<file path="config.mk">
export PLATFORM = sky130hd
export DESIGN_NAME = pipeline_wr_en_ctrl
export DESIGN_NICKNAME = d
export VERILOG_FILES = /design/src/rtl/pipeline_wr_en_ctrl.sv
export SDC_FILE = /design/constraint.sdc
export NUM_CORES = 1
export LEC_CHECK = 0
export BUFFER_PORTS_ARGS = -buffer_cell sky130_fd_sc_hd__buf_2
export CAP_MARGIN = 10
export CORE_ASPECT_RATIO = 0.5
export CORE_MARGIN = 2
export CORE_UTILIZATION = 43
export DETAILED_ROUTE_END_ITERATION = 8
export GPL_TIMING_DRIVEN = 0
export HOLD_SLACK_MARGIN = 0.03
export PLACE_DENSITY = 0.95
export SLEW_MARGIN = 20
export SYNTH_ARGS = -nofsm -noshare
export SYNTH_HDL_FRONTEND = slang
export SYNTH_SLANG_ARGS = --single-unit
</file>
<file path="constraint.sdc">
create_clock -name clk -period 3.85 [get_ports clk]
set_input_delay 0.1925 -clock clk [delete_from_list [all_inputs] [get_ports clk]]
set_output_delay 0.1925 -clock clk [all_outputs]
set_load 0.005 [all_outputs]
</file>
<file path="src/rtl/pipeline_wr_en_ctrl.sv">
// Purpose: hazard controller producing wr_en/flush for the PC, IF/ID, ID/EX, EX/MEM and MEM/WB registers.
// Latency: outputs are combinational from FSM state and current inputs (0 cycles); multicycle EX ops stall MC_LATENCY cycles.
// Backpressure: stalls hold upstream registers (wr_en=0) and inject bubbles downstream via flush; no handshake.
// Optional feature macro: STALL_STATS_EN adds live stall_cycles/flush_events counters (ports tied to 0 otherwise).
// MC_LATENCY legal range is 2..255; CNT_W must satisfy 2**CNT_W > MC_LATENCY.

module pipeline_wr_en_ctrl #(
    parameter int MC_LATENCY = 4,
    parameter int CNT_W      = 8
) (
    input  logic        clk,
    input  logic        rst,
    input  logic [4:0]  id_rs1,
    input  logic [4:0]  id_rs2,
    input  logic        id_uses_rs1,
    input  logic        id_uses_rs2,
    input  logic [4:0]  ex_rd,
    input  logic        ex_is_load,
    input  logic        ex_mc_start,
    input  logic        ex_branch_taken,
    output logic        pc_wr_en,
    output logic        ifid_wr_en,
    output logic        idex_wr_en,
    output logic        exmem_wr_en,
    output logic        memwb_wr_en,
    output logic        ifid_flush,
    output logic        idex_flush,
    output logic        exmem_flush,
    output logic        mc_busy,
    output logic [31:0] stall_cycles,
    output logic [31:0] flush_events
);

    typedef enum logic [1:0] {
        RUN     = 2'd0,
        MC_BUSY = 2'd1,
        MC_DONE = 2'd2
    } state_t;

    // The RUN cycle that accepts the op is itself a stall, so the counter
    // only has to cover the remaining MC_LATENCY-1 cycles (cnt runs N-2 .. 0).
    localparam logic [CNT_W-1:0] MC_LOAD = CNT_W'(MC_LATENCY - 2);
    localparam logic [CNT_W-1:0] CNT_ONE = CNT_W'(1);

    state_t           state;
    state_t           state_nxt;
    logic [CNT_W-1:0] cnt;
    logic [CNT_W-1:0] cnt_nxt;

    logic             load_use;
    logic             mc_stall;
    logic             branch_flush;

    // State register and multicycle down-counter.
    always_ff @(posedge clk or negedge rst) begin
        if (!rst) begin
            state <= RUN;
            cnt   <= '0;
        end else begin
            state <= state_nxt;
            cnt   <= cnt_nxt;
        end
    end

    // Next-state logic: MC_DONE always returns to RUN so a back-to-back
    // multicycle op is only accepted after the previous result has advanced.
    always_comb begin
        state_nxt = state;
        cnt_nxt   = cnt;
        case (state)
            RUN: begin
                if (ex_mc_start) begin
                    state_nxt = MC_BUSY;
                    cnt_nxt   = MC_LOAD;
                end
            end
            MC_BUSY: begin
                if (cnt == '0) begin
                    state_nxt = MC_DONE;
                end else begin
                    cnt_nxt = cnt - CNT_ONE;
                end
            end
            MC_DONE: begin
                state_nxt = RUN;
            end
            default: begin
                state_nxt = RUN;
                cnt_nxt   = '0;
            end
        endcase
    end

    // Hazard decode: a load writing x0 can never create a dependency.
    always_comb begin
        load_use     = ex_is_load && (ex_rd != 5'd0) &&
                       ((id_uses_rs1 && (id_rs1 == ex_rd)) ||
                        (id_uses_rs2 && (id_rs2 == ex_rd)));
        mc_stall     = ((state == RUN) && ex_mc_start) || (state == MC_BUSY);
        branch_flush = rst && !mc_stall && ex_branch_taken;
    end

    // Output logic, priority: reset > multicycle stall > branch flush > load-use.
    always_comb begin
        pc_wr_en    = 1'b1;
        ifid_wr_en  = 1'b1;
        idex_wr_en  = 1'b1;
        exmem_wr_en = 1'b1;
        memwb_wr_en = 1'b1;
        ifid_flush  = 1'b0;
        idex_flush  = 1'b0;
        exmem_flush = 1'b0;
        mc_busy     = 1'b0;
        if (!rst) begin
            pc_wr_en    = 1'b0;
            ifid_wr_en  = 1'b0;
            idex_wr_en  = 1'b0;
            exmem_wr_en = 1'b0;
            memwb_wr_en = 1'b0;
        end else if (mc_stall) begin
            // Freeze everything up to EX; MEM receives a bubble while WB drains.
            pc_wr_en    = 1'b0;
            ifid_wr_en  = 1'b0;
            idex_wr_en  = 1'b0;
            exmem_wr_en = 1'b0;
            exmem_flush = 1'b1;
            mc_busy     = 1'b1;
        end else if (branch_flush) begin
            // The ID instruction is wrong-path, so a coincident load-use is moot.
            ifid_flush  = 1'b1;
            idex_flush  = 1'b1;
        end else if (load_use) begin
            pc_wr_en    = 1'b0;
            ifid_wr_en  = 1'b0;
            idex_flush  = 1'b1;
        end
    end

    // Decode guarantees a single instruction cannot be both load and multicycle.
    a_no_load_and_mc: assert property (@(posedge clk) disable iff (!rst)
        !(ex_mc_start && ex_is_load));

`ifdef STALL_STATS_EN
    // Saturating counters of stalled cycles and applied branch flushes.
    always_ff @(posedge clk or negedge rst) begin
        if (!rst) begin
            stall_cycles <= '0;
            flush_events <= '0;
        end else begin
            if (!pc_wr_en && (stall_cycles != 32'hFFFF_FFFF)) begin
                stall_cycles <= stall_cycles + 32'd1;
            end
            if (branch_flush && (flush_events != 32'hFFFF_FFFF)) begin
                flush_events <= flush_events + 32'd1;
            end
        end
    end
`else
    assign stall_cycles = '0;
    assign flush_events = '0;
`endif

endmodule
</file>
**Word level (Yosys, flattened, before mapping)**

Index checks and enable logic that the tools add are counted.

- Muxes and demuxes: 22
- $add $sub $neg: 1
- Equal/unequal tests: 7
- Reduce and logical (&&, ||, !) cells: 15
- Bitwise logic cells: 1

Operator list:

| operator | count |
|---|---|
| $pmux 8 s3 | 1 |
| $mux 1 | 16 |
| $mux 8 | 2 |
| $eq 5x5->1 | 2 |
| $logic_not 8->1 | 1 |
| $sub 8x1->8 const B | 1 |
| $logic_and 1x1->1 | 7 |
| $ne 2x2->1 const B | 3 |
| $reduce_bool 5->1 | 1 |
| $mux 2 | 2 |
| $pmux 2 s2 | 1 |
| $reduce_and 3->1 | 1 |
| $eq 2x1->1 const B | 1 |
| $eq 2x2->1 const B | 1 |
| $logic_not 2->1 | 1 |
| $logic_or 1x1->1 | 2 |
| $reduce_and 2->1 | 1 |
| $logic_not 1->1 | 1 |
| $not 1->1 | 1 |

- Input port bits: 22
- Register bits after elaboration: 10
- Output and inout port bits: 73

**Logic depth before layout (Yosys ltp)**

- Depth in word-level cells: 9
- Mapped depth: 6
- Depth with buffers taken out: 6

**Worst setup path before layout**

No wires, ideal clock.

- Path type: flip-flop to flip-flop
- Start point: register cnt[0]
- End point: register cnt[0]
- Slack: 2126 ps
- Arrival time: 1600 ps
- Clock period less this slack: 1724 ps
- Path buffers: 0
- Library setup time: 124 ps
- Stages on the path, launching flop included: 7
- Cells stage by stage: dfrtp_1 inv_1 ha_1 or3b_2 nor3_1 o21ai_0 o31a_1

- Word-level cells in the longest chain between the ends: 3
- Elaborated cells between the ends (all ways): 6
- Those cells by class: 1 x add/sub; 1 x eq/ne; 2 x mux; 2 x reduce/logical

RTL lines:

| element | RTL line | RTL |
|---|---|---|
| start, declared | 47 | `logic [CNT_W-1:0] cnt;` |
| start signal, assigned | 61 | `cnt <= cnt_nxt;` |
| $sub 8x1->8 / $logic_not 8->1 (equally long branches) | 81, 78 |  |
| $mux 8 / $ne 2x2->1 (equally long branches) | n/a |  |
| $pmux 8 s3 / $reduce_and 3->1 (equally long branches) | n/a |  |

Several ways; a longest one is shown, not always the timed one. The select of a mux whose other input is x is not followed.
A chain may end at the register's enable or synchronous reset.

**Worst setup path after layout**

- Start point: register cnt[0]
- End point: register cnt[1]

Same word-level chain as after synthesis.

==> impl_metrics.yaml <==
pwr:
  ir_drop_mv: 0.178
  powerDensity_nw_per_um2: 378
  power_leakage_nw: 1.05
  finalPower_w: 0.000658
cts:
  cts.clk_slew.worst_paths_ns: 0.05
  root_buffer: "clkbuf_8"
  htreeDepth: 1
  cts-buffers-inserted: 3
  cts_tree: "done"
  clkSinkCount: 10
  postCtsSetupBuffers: 0
  insertion_delay_ns: 0.23
  clockBufferDepth: 2
finish:
  antenna_cells: 0
  finalNetCount: 279
  drive_gt1_share_pct: 41.3
  syn_to_final_growth_pct: 38.6
setup_path:
  criticalPathCategory: "reg -> reg"
  arrival_ns: 2.04
  start_kind: "flop"
  end_kind: "flop"
  crit_fanout: 5
  cp-startpoint: "cnt[0]$_DFFE_PN0P_"
  r2r-start: "cnt[0]$_DFFE_PN0P_"
  cp_data_required_time_ns: 3.94
  crit_path_top_delay_cell: "or3b_2"
  crit_chain: "inv_1 > ha_1 > or3b_2 > nor3_1 > o31a_1 > o21ai_0"
  cpPeakStageDelay_ns: 0.51
sta:
  fmax_mhz: 513
  period_needed_ns: 1.95
  setup_viol: 0
  skew_ns: 0.00571
  fin_worst_hold_slack_ns: 0.360
  final_hold_viol_count: 0
  relSlewSlack_pct: 66.6
  fin_crit_sh_pct: 50.6
  slew_viol_final: 0
  timing.setup.tns_ns: 0
  rsz0062_at_grt: "false"
  worst_pin_slew_ns: 0.494
detailed_routing:
  ant_nets: 0
  postRouteWirelength_mm: 2.60
  drt-initial-drc-count: 35
  firstDrtPassIters: 5
  wl_per_cell_um: 8.95
  vias: 1157
  drc: 0
  vias_per_cell: 3.98
synthesis:
  ys_dominant_reg_cell: "dfrtp_1"
  synth_cell_types: 32
  yosys.area.top_type: "buf_4"
  yosysWarnings: 0
  ys_ff_latch: 10
  syn-cell-area_um2: 1250
  synth_top_area_share_pct: 41.3
  ys_seq_area_share_pct: 20.0
  synth_area_leaders: "buf_4 (41%), dfrtp_1 (20%), xnor2_1 (7.0%)"
  synth_edf_count: 0
  synth-async-reset-ratio_pct: 100
  avgSynthCellArea_um2: 7.99
  netlist_instances: 157
floorplan:
  num_rows: 13
  dieArea_um2: 3390
  coreArea_um2: 2680
  io_pins: 95
  dieWidth_um: 80.4
  start_util_pct: 46.7
  die_h_um: 42.2
placement:
  gp_congestion: 0.797
  portBuffers: 30
  hpwl_mm: 2.22
outcome:
  status: "finished, final reports clean"
global_route:
  overflow: 0
  grt_max_degree: 15
  grt_antenna_before_repair: 0
  grt_pass1_vias: 992
  grt.total_usage_pct: 15.4
  grt_pass1_wl_mm: 4.16
worst_hold_path:
  hp-class: "in -> async"
run:
  cap_violations: 0
-- where the power goes --
part           switching [W]  internal, W
Sequential         0.0000418     0.000148
Clock              0.0000360    0.0000680
Combinational       0.000184     0.000180
-- critical path, delay by kind of cell (launching register included) --
| kind | cells | cell delay (ns) |
|---|---|---|
| AOI/OAI and AO/OA | 2 | 0.24 |
| adders and majority gates | 1 | 0.24 |
| buffers and inverters | 1 | 0.09 |
| DFF | 1 | 0.37 |
| and+or+nand+nor | 2 | 0.86 |
-- synthesized netlist by cell type (all sizes together), types with 2 or more instances --
library cell,n
o31ai,2
o21ai,8
xor2,3
xnor2,10
nand4,2
nand2,8
nor4,3
clkbuf,2
nor2,6
inv,8
buf,69
o31a,2
nor3,3
dfrtp,10
a21oi,4
o311ai,2
-- repair_timing --
action,CTS,global route
hold buffers,1,0
setup endpoints to repair,0,0
gates resized for setup,0,0
hold endpoints to repair,10,0
-- through the flow --
step / std cells / util, % / setup WS, ns / area (um^2)
after CTS: 291 / 64.8 / 1.91 / 1740
final: 291 / 64.8 / 1.90 / 1740
after global placement: 287 / 62.8 / 1.93 / 1690
after floorplan: 220 / - / 2.13 / 1490
after global routing: 291 / 64.8 / 1.70 / 1740
after detailed placement: 287 / 62.8 / 1.94 / 1690
-- path summary, 6_finish.rpt --
kind | end | depth (start not counted) | slack (ns)
max | cnt[1]$_DFFE_PN0P_ | 6 | 1.90
min in group clk | cnt[6]$_DFFE_PN0P_ | 4 | 0.40
min | cnt[3]$_DFFE_PN0P_ | 2 | 0.36
max reg2reg | cnt[1]$_DFFE_PN0P_ | 6 | 1.90
min reg2reg | cnt[6]$_DFFE_PN0P_ | 2 | 0.55
max in group asynchronous | cnt[1]$_DFFE_PN0P_ | 2 | 3.27
-- registers in the layout, indices dropped and copies added (netlist names) --
register	count
state	2
cnt	8
-- kinds of logic (layout without fill, tap and decap cells) --
family / count (synthesis) / after routing / share of synthesized area, %
buf+inv: 79 / 113 / 44.4
fa+ha+maj: 1 / 1 / 0.998
flops: 10 / 10 / 20.0
simple gates: 30 / 30 / 13.0
mux: 1 / 1 / 0.798
other cells: 1 / 64 / 0.299
xor+xnor: 13 / 13 / 9.08
compound gates: 22 / 22 / 11.5
-- layout by cell type, fill, tap and decap left out --
cell and n:
or3_1 1, conb_1 64, nand2_1 8, nor2_1 6
mux2i_1 1, clkbuf_1 1, dfrtp_1 10, o31a_1 2
nor4_1 3, inv_1 8, ha_1 1, o22ai_1 1
a41o_1 1, nor3b_1 1, a21oi_1 4, o21ai_0 8
xor2_1 3, a41oi_1 1, or4b_4 1, o41ai_1 1
nand4_1 2, clkbuf_2 1, xnor2_1 10, nand2b_1 1
nand3b_1 1, nor3_1 3, clkbuf_8 3, and3_1 1
or3b_2 1, o31ai_1 2, buf_4 69, or4_1 1
buf_2 30, dlygate4sd3_1 1, o311ai_0 2
-- routing by layer --
layer | vias up | GRT usage, % | wire (um) | share of wire, %
met4 | 0 | 5.08 | 37 | 1.4
met3 | 6 | 2.80 | 260 | 10
met5 | - | 0 | 0 | 0
li1 | 588 | - | - | -
met1 | 492 | 17.6 | 1010 | 39
met2 | 71 | 28.8 | 1300 | 50
-- layout make-up --
| type | count | area (um^2) |
|---|---|---|
| Buffer | 71 | 527 |
| Clock buffer | 3 | 41.3 |
| Fill cell | 223 | 946 |
| Inverter | 8 | 30.0 |
| Multi-Input combinational cell | 131 | 683 |
| Sequential cell | 10 | 250 |
| Tap cell | 37 | 46.3 |
| Timing Repair Buffer | 31 | 160 |
No activity file was read; power rests on OpenSTA's default activity.
